**config.mk**
```make
export PLATFORM = sky130hd
export DESIGN_NAME = detect_collector
export DESIGN_NICKNAME = d
export VERILOG_FILES = /design/src/rtl/detect_collector.sv
export SDC_FILE = /design/constraint.sdc
export NUM_CORES = 1
export LEC_CHECK = 0
export CAP_MARGIN = 20
export CORE_MARGIN = 2
export CORE_UTILIZATION = 25
export DETAILED_ROUTE_END_ITERATION = 8
export PLACE_DENSITY = 0.44
export SETUP_SLACK_MARGIN = 0.15
export SLEW_MARGIN = 30
export SYNTH_ARGS = -nofsm -noshare
export SYNTH_HDL_FRONTEND = slang
export SYNTH_SLANG_ARGS = --single-unit
```
**constraint.sdc**
```tcl
create_clock -name clk -period 5.66 [get_ports clk]
set_input_delay 0.566 -clock clk [delete_from_list [all_inputs] [get_ports clk]]
set_output_delay 0.566 -clock clk [all_outputs]
set_load 0.01 [all_outputs]
```
**src/rtl/detect_collector.sv**
```systemverilog
`default_nettype none
// ============================================================================
// Module   : detect_collector
// Purpose  : Collects one timestamp per detection channel within a window and
//            holds the result, with deltas against the first-captured channel.
// Revision : 1.0
// ============================================================================
module detect_collector #(
  parameter logic [31:0] TIMEOUT = 32'd100000
) (
  input  logic        clk,
  input  logic        rst,
  input  logic        valid_0,
  input  logic        valid_1,
  input  logic        valid_2,
  input  logic        valid_3,
  input  logic [31:0] detect_time_0,
  input  logic [31:0] detect_time_1,
  input  logic [31:0] detect_time_2,
  input  logic [31:0] detect_time_3,
  output logic        ack_0,
  output logic        ack_1,
  output logic        ack_2,
  output logic        ack_3,
  input  logic        rd_ack,
  output logic        result_valid,
  output logic [31:0] time_0,
  output logic [31:0] time_1,
  output logic [31:0] time_2,
  output logic [31:0] time_3,
  output logic [31:0] delta_0,
  output logic [31:0] delta_1,
  output logic [31:0] delta_2,
  output logic [31:0] delta_3,
  output logic [3:0]  ch_mask,
  output logic [1:0]  ref_ch,
  output logic [7:0]  drop_cnt
);

  typedef enum logic [1:0] {
    IDLE    = 2'd0,
    COLLECT = 2'd1,
    HOLD    = 2'd2
  } state_t;

  state_t      r_state;
  state_t      w_next_state;

  logic [3:0]  w_valid;
  logic [31:0] w_dt [4];
  logic [3:0]  w_cap;
  logic [3:0]  w_drop;
  logic [3:0]  w_new_mask;
  logic [1:0]  w_first_ch;
  logic [31:0] w_ref_time;
  logic        w_timeout;
  logic [2:0]  w_drop_n;
  logic [8:0]  w_drop_sum;

  logic [31:0] r_time  [4];
  logic [31:0] r_delta [4];
  logic [3:0]  r_mask;
  logic [1:0]  r_ref_ch;
  logic [31:0] r_ref_time;
  logic [31:0] r_timer;
  logic [7:0]  r_drop;
  logic [3:0]  r_ack;
  logic        r_result_valid;

  assign w_valid = {valid_3, valid_2, valid_1, valid_0};
  assign w_dt[0] = detect_time_0;
  assign w_dt[1] = detect_time_1;
  assign w_dt[2] = detect_time_2;
  assign w_dt[3] = detect_time_3;

  always_comb begin
    w_cap  = 4'b0000;
    w_drop = 4'b0000;
    case (r_state)
      IDLE:    w_cap = w_valid;
      COLLECT: begin
        w_cap  = w_valid & ~r_mask;
        w_drop = w_valid & r_mask;
      end
      HOLD:    w_drop = w_valid;
      default: w_cap = 4'b0000;
    endcase
  end

  // Lowest-index channel in the opening capture cycle becomes the reference
  always_comb begin
    w_first_ch = 2'd0;
    for (int i = 3; i >= 0; i--) begin
      if (w_valid[i]) w_first_ch = 2'(i);
    end
  end

  assign w_ref_time = (r_state == IDLE) ? w_dt[w_first_ch] : r_ref_time;
  assign w_new_mask = r_mask | w_cap;
  assign w_timeout  = (r_timer == (TIMEOUT - 32'd1));
  assign w_drop_n   = {2'b00, w_drop[0]} + {2'b00, w_drop[1]}
                    + {2'b00, w_drop[2]} + {2'b00, w_drop[3]};
  assign w_drop_sum = {1'b0, r_drop} + {6'b000000, w_drop_n};

  always_comb begin
    w_next_state = r_state;
    case (r_state)
      IDLE:    if (|w_valid) w_next_state = (w_valid == 4'hF) ? HOLD : COLLECT;
      COLLECT: if ((w_new_mask == 4'hF) || w_timeout) w_next_state = HOLD;
      HOLD:    if (rd_ack) w_next_state = IDLE;
      default: w_next_state = IDLE;
    endcase
  end

  always_ff @(posedge clk) begin
    if (rst) r_state <= IDLE;
    else     r_state <= w_next_state;
  end

  always_ff @(posedge clk) begin
    if (rst) begin
      r_ack          <= 4'b0000;
      r_drop         <= 8'h00;
      r_result_valid <= 1'b0;
      r_timer        <= 32'd0;
      r_mask         <= 4'b0000;
      r_ref_ch       <= 2'd0;
      r_ref_time     <= 32'd0;
      for (int i = 0; i < 4; i++) begin
        r_time[i]  <= 32'd0;
        r_delta[i] <= 32'd0;
      end
    end else begin
      r_ack          <= w_valid;
      r_drop         <= w_drop_sum[8] ? 8'hFF : w_drop_sum[7:0];
      r_result_valid <= (w_next_state == HOLD);
      if (r_state == COLLECT) r_timer <= r_timer + 32'd1;
      if ((r_state == IDLE) && (|w_valid)) begin
        r_timer    <= 32'd0;
        r_ref_ch   <= w_first_ch;
        r_ref_time <= w_ref_time;
      end
      if ((r_state == HOLD) && rd_ack) begin
        r_mask   <= 4'b0000;
        r_ref_ch <= 2'd0;
        for (int i = 0; i < 4; i++) begin
          r_time[i]  <= 32'd0;
          r_delta[i] <= 32'd0;
        end
      end else begin
        r_mask <= w_new_mask;
        for (int i = 0; i < 4; i++) begin
          if (w_cap[i]) begin
            r_time[i]  <= w_dt[i];
            r_delta[i] <= w_dt[i] - w_ref_time;
          end
        end
      end
    end
  end

  assign ack_0        = r_ack[0];
  assign ack_1        = r_ack[1];
  assign ack_2        = r_ack[2];
  assign ack_3        = r_ack[3];
  assign result_valid = r_result_valid;
  assign time_0       = r_time[0];
  assign time_1       = r_time[1];
  assign time_2       = r_time[2];
  assign time_3       = r_time[3];
  assign delta_0      = r_delta[0];
  assign delta_1      = r_delta[1];
  assign delta_2      = r_delta[2];
  assign delta_3      = r_delta[3];
  assign ch_mask      = r_mask;
  assign ref_ch       = r_ref_ch;
  assign drop_cnt     = r_drop;

endmodule
`default_nettype wire

```
==> flow_summary.yaml, run 1 <==
global_route:
  grt_pass1_wl_mm: 141.1
  track_usage_pct: 21.10
  grt_pass1_vias: 20420
  grt_max_degree: 76
  grtUsageMet2_pct: 33.32
  gr-max-usage-layer: "met2"
  overflow: 0
  use_met3_pct: 3.463
  grt_util_met1_pct: 30.14
  antenna_found_initial: 9
clocking:
  clock_path_buffers: 3
  cts_max_level: 2
  cts-root-buf: "clkbuf_16"
  cts-buffers-inserted: 43
  cts_resized: 0
  cts_sinks: 341
  hold_buffers: 0
  cts_tree: "built"
  postCtsSetupBuffers: 0
  insertion_delay_ps: 590
  clkSlewWorstSetupHoldPaths_ps: 60
routing:
  wirelength_mm: 98.81
  remaining_drc_errors: 0
  wl_per_cell_um: 23.84
  first_iter_violations: 1684
  drtPass1Iterations: 5
  viasPerCell: 5.064
  vias: 20980
  postRouteAntennaNets: 0
yosys:
  yosysSeqAreaShare_pct: 39.78
  yosys-top-cells-count: "nor2_1 (403), edfxtp_1 (192), a21oi_1 (167)"
  ys_ff_latch: 341
  synth_area_sq_mm: 0.02199
  yosys.area.top_type_share_pct: 26.22
  yosysMostFrequentCell: "nor2_1"
  yosysTopAreaCell: "edfxtp_1"
  synth_cell_types: 101
  synth_edf_count: 192
  netlist_top_cells_area: "edfxtp_1 (26%), dfxtp_1 (14%), nor2_1 (6.9%)"
  yosysWarningCount: 0
  postSynthAreaPerCell_sq_um: 8.776
  synth_ff_type: "edfxtp_1"
  synth-async-reset-ratio_pct: 0
  synthCells: 2506
  synth_nets: 2675
worst_setup_path:
  critPathKind: "in -> reg"
  timing.rr.end: "r_delta[1][27]$_SDFFCE_PN0P_"
  crit_fanout: 29
  endpoint_kind: "register"
  worstReg2RegStart: "r_state[1]$_SDFF_PP0_"
  critPathRequiredTime_ps: 5960
  r2r_setup_slack_ps: 700
  cp.arrival_ps: 5350
  start_kind: "input port"
  rr_worst_depth: 18
sta:
  drv_slew: 0
  hold_violations: 0
  final.period_utilization_pct: 89.26
  clock_skew_ps: 22.13
  max_freq_ghz: 0.1979
  tightest_slew_ps: 972.0
  rsz0062_at_grt: "false"
  slew_headroom_pct: 35.20
  fin_setup_tns_ps: 0
  timing.hold.ws_ps: 315.6
  setup_viol: 0
  period_needed_ps: 5052
  setup_slack_ps: 608.1
floorplanning:
  die_x_um: 300.6
  die_area_sq_mm: 0.09036
  die_h_um: 300.6
  rows: 108
  ios: 410
  core_sq_mm: 0.08702
  initial_core_util_pct: 25.27
job:
  cap_violations: 0
place:
  preCtsSetupSlack_ps: 57.39
  hpwl_mm: 77.57
  portBuffers: 409
  gp_congestion: 0.9234
power_and_ir_drop:
  p_leak_nw: 11.17
  power.density_mw_per_mm2: 344.0
  fin_total_pwr_w: 0.01021
  irDropWorstVdd_mv: 0.1484
min_path:
  worstHoldStart: "rst"
  min_to: "drop_cnt[5]$_SDFF_PP0_"
  worstHoldPathType: "in -> reg"
  hold_depth: 2
final_layout:
  n_fill_cell: 9010
  synthToLayoutAreaGrowth_pct: 34.98
  nets: 3124
  drive_gt1_share_pct: 11.29
outcome:
  status: "finished clean"
-- layer usage --
layer	wire, um	part of all wire [%]	up-vias
li1	-	-	9867
met1	45640	46	10220
met2	44310	45	792
met3	6874	7.0	103
met4	1949	2.0	4
met5	26	0.026	-
-- sequential cells by signal (all words and copies together), names as in the netlist --
name / cells
r_delta: 128
r_time: 128
r_ref_time: 32
r_timer: 32
drop_cnt: 8
ch_mask: 4
r_ack: 4
r_state: 2
ref_ch: 2
result_valid: 1
-- where the power goes --
part | internal (W) | switching (W)
sequential | 0.00297 | 0.000152
clock | 0.00171 | 0.00119
combinational | 0.00178 | 0.00240
-- cells by family after synthesis --
group,after synthesis,synth area share (%)
flops,341,39.78
compound gates,577,17.77
buf+inv,230,4.187
mux,18,1.240
fa+ha+maj,135,6.679
simple gates,985,21.58
xor+xnor,220,8.761
-- layout by cell type, fill, tap and decap left out, drive strengths merged, types with 36 or more instances in the layout --
cell type | netlist | layout
clkbuf | 121 | 52
nand3 | 61 | 61
a21oi | 168 | 168
and2 | 103 | 103
clkdlybuf4s50 | 0 | 406
dfxtp | 149 | 149
xnor2 | 129 | 129
maj3 | 101 | 101
inv | 67 | 70
nor2 | 403 | 403
a31oi | 59 | 59
or2 | 36 | 36
buf | 42 | 161
xor2 | 91 | 91
edfxtp | 192 | 192
and3 | 50 | 50
o21ai | 107 | 107
nand2 | 153 | 153
-- worst max path at each step --
stage	start	end	cells past startpoint
after floorplan	r_state[1]$_SDFF_PP0_	r_delta[1][12]$_SDFFCE_PN0P_	25
after global routing	valid_1	r_delta[2][24]$_SDFFE_PP0P_	23
after CTS	valid_1	r_delta[0][28]$_SDFFCE_PN0P_	22
after global placement	valid_1	r_delta[3][29]$_SDFFCE_PN0P_	19
final	valid_1	r_delta[0][30]$_SDFFCE_PN0P_	21
after detailed placement	valid_1	r_delta[3][29]$_SDFFCE_PN0P_	19
-- worst max-delay path, stage by stage --
cell and delay (ps):
clkdlybuf4s50_1 440, buf_12 180, nor4_1 440, nor4_2 90, a21oi_1 480, buf_4 240
xnor2_1 60, ha_1 200, o21a_1 210, o311ai_0 730, nor3_1 90, o21ai_1 160
a2bb2o_1 180, a31o_2 200, buf_4 130, o21ai_1 70, buf_4 160, a21oi_1 330
o21ai_1 160, xnor2_1 160, nor2_1 50
-- final cells by class --
type / instances / area (sq um) / share of cell area (%)
clock inverter: 24 / 291.5 / 0.9821
multi-input combinational: 1935 / 12440 / 41.90
tap: 1155 / 1445 / 4.868
inverter: 67 / 251.5 / 0.8472
timing repair buffer: 567 / 5363 / 18.07
sequential: 341 / 8748 / 29.47
antenna: 3 / 7.507 / 0.02529
clock buffer: 52 / 1140 / 3.840
-- metrics by stage --
stage	cell area (sq um)	cells	util, %
floorplan	22000	2506	-
global placement	28170	4063	32.37
detailed placement	28210	4064	32.42
CTS	29640	4140	34.06
global route	29680	4143	34.11
finish	29680	4144	34.11
No activity file was read; power rests on OpenSTA's default activity.
==> inputs of run 2 (changes only) <==
--- a/config.mk
+++ b/config.mk
@@ -9,6 +9,7 @@
 export CORE_MARGIN = 2
 export CORE_UTILIZATION = 25
 export DETAILED_ROUTE_END_ITERATION = 8
+export GPL_ROUTABILITY_DRIVEN = 0
 export PLACE_DENSITY = 0.44
 export SETUP_SLACK_MARGIN = 0.15
 export SLEW_MARGIN = 30
==> run 2 against run 1 <==
  * Cell count decreased by 0.41%
  * Non-clock buffer count decreased by 22
  * Flip-flop and latch count unchanged
  * Fmax decreased by 2.9%
==> flow_summary.yaml, run 2 (same netlist as run 1, synthesis figures left out) <==
outcome:
  status: "finished clean"
clocking:
  cts-root-buf: "clkbuf_16"
  cts_sinks: 341
  cts-buffers-inserted: 45
  cts_tree: "built"
  clock_path_buffers: 3
  cts_resized: 0
  insertion_delay_ps: 600
  hold_buffers: 0
  cts_max_level: 2
  clkSlewWorstSetupHoldPaths_ps: 60
  postCtsSetupBuffers: 0
routing:
  remaining_drc_errors: 0
  postRouteAntennaNets: 0
  first_iter_violations: 1886
  drtPass1Iterations: 5
  viasPerCell: 5.077
  wirelength_mm: 95.89
  vias: 20950
  wl_per_cell_um: 23.24
final_layout:
  finalNonFillerCells: 4127
  nets: 3104
  reg_top3: "r_delta (128), r_time (128)"
  post-route-util_pct: 34.01
  synthToLayoutAreaGrowth_pct: 34.57
  final_cell_mix: "clkdlybuf4s50_1 (406), nor2_1 (398), edfxtp_1 (192)"
  drive_gt1_share_pct: 10.64
  final_common_cell: "clkdlybuf4s50_1"
sta:
  tightest_slew_ps: 924.6
  final.period_utilization_pct: 91.91
  rsz0062_at_grt: "false"
  timing.hold.ws_ps: 456.6
  period_needed_ps: 5202
  drv_slew: 0
  clock_skew_ps: 35.20
  setup_slack_ps: 457.9
  hold_violations: 0
  setup_viol: 0
  max_freq_ghz: 0.1922
  slew_headroom_pct: 37.58
place:
  portBuffers: 409
  dpl.cell_count: 4043
  hpwl_mm: 74.92
  preCtsSetupSlack_ps: -60.24
floorplanning:
  core_sq_mm: 0.08702
  die_h_um: 300.6
  rows: 108
  initial_core_util_pct: 25.27
  die_area_sq_mm: 0.09036
  die_x_um: 300.6
  ios: 410
power_and_ir_drop:
  swShare_pct: 36.26
  p_comb_share_pct: 40.0
  pwr-share-seq_pct: 30.5
  irDropWorstVdd_mv: 0.1752
  p_int_w: 0.006523
  switchingPower_w: 0.003711
  p_leak_nw: 11.09
  power.density_mw_per_mm2: 345.8
  clockPowerShare_pct: 29.5
worst_setup_path:
  cp.arrival_ps: 5630
  critPathRequiredTime_ps: 6090
  endpoint_kind: "register"
  worstReg2RegStart: "r_state[1]$_SDFF_PP0_"
  setup.worst_path.start: "valid_1"
  crit_fanout: 8
  start_kind: "input port"
  critPathKind: "in -> reg"
global_route:
  overflow: 0
  grt_max_degree: 68
  grt_pass1_vias: 20220
  antenna_found_initial: 4
  grt_pass1_wl_mm: 137.6
  track_usage_pct: 20.41
min_path:
  worstHoldPathType: "reg -> reg"
  worstHoldStart: "r_ref_time[0]$_SDFFE_PP0P_"
job:
  cap_violations: 0
[run 2: power by group through the flow]
stage	registers (W)	logic (W)	clock network [W]
finish	0.00313	0.00409	0.00301
global route	0.00316	0.00441	0.00318
CTS	0.00313	0.00408	0.00309
detailed placement	0.00318	0.00406	0
global placement	0.00318	0.00405	0
floorplan	0.00328	0.00222	0
[run 2: routing by layer]
metal,wire [um],global-route usage [%]
met3,7018,3.326
met4,1998,4.691
met5,23,0
met1,43770,28.87
met2,43080,32.48
[run 2: per-stage QoR]
step	total power [W]	TNS [ps]	instance area, sq um
global placement	0.007227	0	27990
global route	0.01075	0	29590
detailed placement	0.007242	-89.29	28050
finish	0.01023	0	29600
CTS	0.01030	0	29580
floorplan	0.005494	0	22000
[run 2: worst paths after layout]
kind                                                      to  slack, ps  cells after the start
worst max-delay path            r_delta[3][27]$_SDFFCE_PN0P_        460                     18
worst min-delay path              r_ref_time[0]$_SDFFE_PP0P_        460                      2
worst max register to register   r_delta[2][24]$_SDFFE_PP0P_        660                     21
worst min register to register    r_ref_time[0]$_SDFFE_PP0P_        460                      2
[run 2: cell type report]
class | instances | area (sq um)
multi-input cells | 1935 | 12430
clock buffers | 59 | 1272
well taps | 1155 | 1445
fillers | 8935 | 57430
diodes | 3 | 7.507
flip-flops and latches | 341 | 8748
inverters | 67 | 251.5
repair buffers | 545 | 5185
clock inverters | 22 | 256.5
[run 2: worst max-delay path: stages]
cell and delay, ps:
clkdlybuf4s50_1 580, or2_1 320, nor2_1 190, mux4_2 340, mux2_2 390, ha_1 240
maj3_1 340, maj3_1 410, o211ai_1 260, buf_4 170, and3_1 210, a2111oi_2 70
a211oi_1 480, a211o_1 270, a31o_1 300, nand3_1 140, a21o_1 220, a21oi_1 120
==> inputs of run 3 (changes only) <==
--- a/config.mk
+++ b/config.mk
@@ -6,6 +6,7 @@
 export NUM_CORES = 1
 export LEC_CHECK = 0
 export CAP_MARGIN = 20
+export CORE_ASPECT_RATIO = 0.8
 export CORE_MARGIN = 2
 export CORE_UTILIZATION = 25
 export DETAILED_ROUTE_END_ITERATION = 8
==> run 3 against run 2 <==
  * Critical path depth stayed put
  * First-iteration DRC count is 5.0% lower
  * Register-to-register slack worse by 60 ps
  * Clock skew decreased by 4.5 ps
  * Clock-buffer cell count decreased by 2
  * Cell area up 0.19%
  * Combinational power up 1%
  * Via count rose by 0.21%
  * Setup slack better by 110 ps
  * Critical endpoint is now r_delta[1][22]$_SDFFCE_PN0P_
==> flow_summary.yaml, run 3 (same netlist as run 1, synthesis figures left out) <==
global_route:
  antenna_found_initial: 9
  overflow: 0
  grt_max_degree: 88
  grt_pass1_wl_mm: 139.9
  track_usage_pct: 20.84
  grt_pass1_vias: 20150
clocking:
  cts_sinks: 341
  clkSlewWorstSetupHoldPaths_ps: 60
  cts_resized: 0
  cts-root-buf: "clkbuf_16"
  clock_path_buffers: 3
  cts_max_level: 2
  insertion_delay_ps: 600
  hold_buffers: 0
  postCtsSetupBuffers: 0
  cts_tree: "built"
  cts-buffers-inserted: 43
job:
  cap_violations: 0
worst_setup_path:
  crit_fanout: 11
  cp.arrival_ps: 5380
  start_kind: "input port"
  endpoint_kind: "register"
  critPathKind: "in -> reg"
  critPathRequiredTime_ps: 5950
  rr_worst_depth: 16
floorplanning:
  initial_core_util_pct: 25.17
  die_area_sq_mm: 0.09037
  core_sq_mm: 0.08738
  ios: 410
  die_h_um: 269.3
  die_x_um: 335.6
  rows: 97
routing:
  wirelength_mm: 97.22
  vias: 21000
  postRouteAntennaNets: 0
  drtPass1Iterations: 5
  remaining_drc_errors: 0
  first_iter_violations: 1792
  viasPerCell: 5.093
  wl_per_cell_um: 23.59
sta:
  rsz0062_at_grt: "false"
  max_freq_ghz: 0.1965
  final.period_utilization_pct: 89.92
  fin_setup_tns_ps: 0
  period_needed_ps: 5089
  slew_headroom_pct: 37.50
  setup_viol: 0
  clock_skew_ps: 30.66
  drv_slew: 0
  hold_violations: 0
  tightest_slew_ps: 925.8
final_layout:
  reg_top3: "r_delta (128), r_time (128)"
  finalNonFillerCells: 4122
  drive_gt1_share_pct: 11.05
  final_common_cell: "clkdlybuf4s50_1"
  nets: 3115
  post-route-util_pct: 33.93
  n_fill_cell: 8996
  final_cell_mix: "clkdlybuf4s50_1 (405), nor2_1 (397), edfxtp_1 (192)"
  synthToLayoutAreaGrowth_pct: 34.83
power_and_ir_drop:
  irDropWorstVdd_mv: 0.1774
  fin_total_pwr_w: 0.01021
  power.density_mw_per_mm2: 344.4
  p_leak_nw: 11.13
outcome:
  status: "finished clean"
place:
  portBuffers: 409
  dpl.cell_count: 4037
  hpwl_mm: 75.32
min_path:
  worstHoldPathType: "in -> reg"
  hold_depth: 2
-- run 3: per-stage QoR --
step                hold WS [ps]  worst slack, ps  cell area (sq um)
finish                     413.0            570.6              29650
detailed placement         450.6            90.75              28130
global route               430.4            207.0              29640
floorplan                  431.8            189.5              22000
CTS                        379.8            653.7              29580
global placement           437.6            177.0              28030
-- run 3: worst max-delay path, cell delays in order --
cell	delay, ps
clkdlybuf4s50_1	400
buf_4	180
or2_1	250
nor2_1	190
mux4_2	340
mux2_2	340
ha_1	240
inv_1	70
ha_1	170
a311oi_1	60
o21ai_1	360
o2111a_1	250
nor2_1	70
o2111a_1	210
nor3_1	500
o21ai_0	220
maj3_1	380
a311oi_1	570
-- run 3: final timing paths --
check,from,to,slack [ps]
max,valid_1,r_delta[1][22]$_SDFFCE_PN0P_,570
min,rst,r_ack[2]$_SDFF_PP0_,410
max reg2reg,r_state[1]$_SDFF_PP0_,r_delta[2][24]$_SDFFE_PP0P_,600
min reg2reg,r_ref_time[28]$_SDFFE_PP0P_,r_ref_time[28]$_SDFFE_PP0P_,460
-- run 3: layout make-up --
type	count	area [sq um]	area share [%]
Antenna cell	6	15.01	0.05064
Clock buffer	57	1211	4.085
Clock inverter	20	244.0	0.8228
Inverter	67	251.5	0.8481
Multi-Input combinational cell	1935	12470	42.04
Sequential cell	341	8748	29.50
Tap cell	1138	1424	4.802
Timing Repair Buffer	558	5293	17.85
-- run 3: routing by layer --
layer  wire length, um  track usage, %
met5                13               0
met4              1970           4.626
met3              7444           4.444
met2             41810           31.55
met1             45980           30.13
-- run 3: power by group --
part	switching, W	internal (W)	total [W]
logic	0.00237	0.00177	0.00415
clock network	0.00120	0.00173	0.00294
registers	0.000153	0.00297	0.00313
total	0.00373	0.00648	0.0102
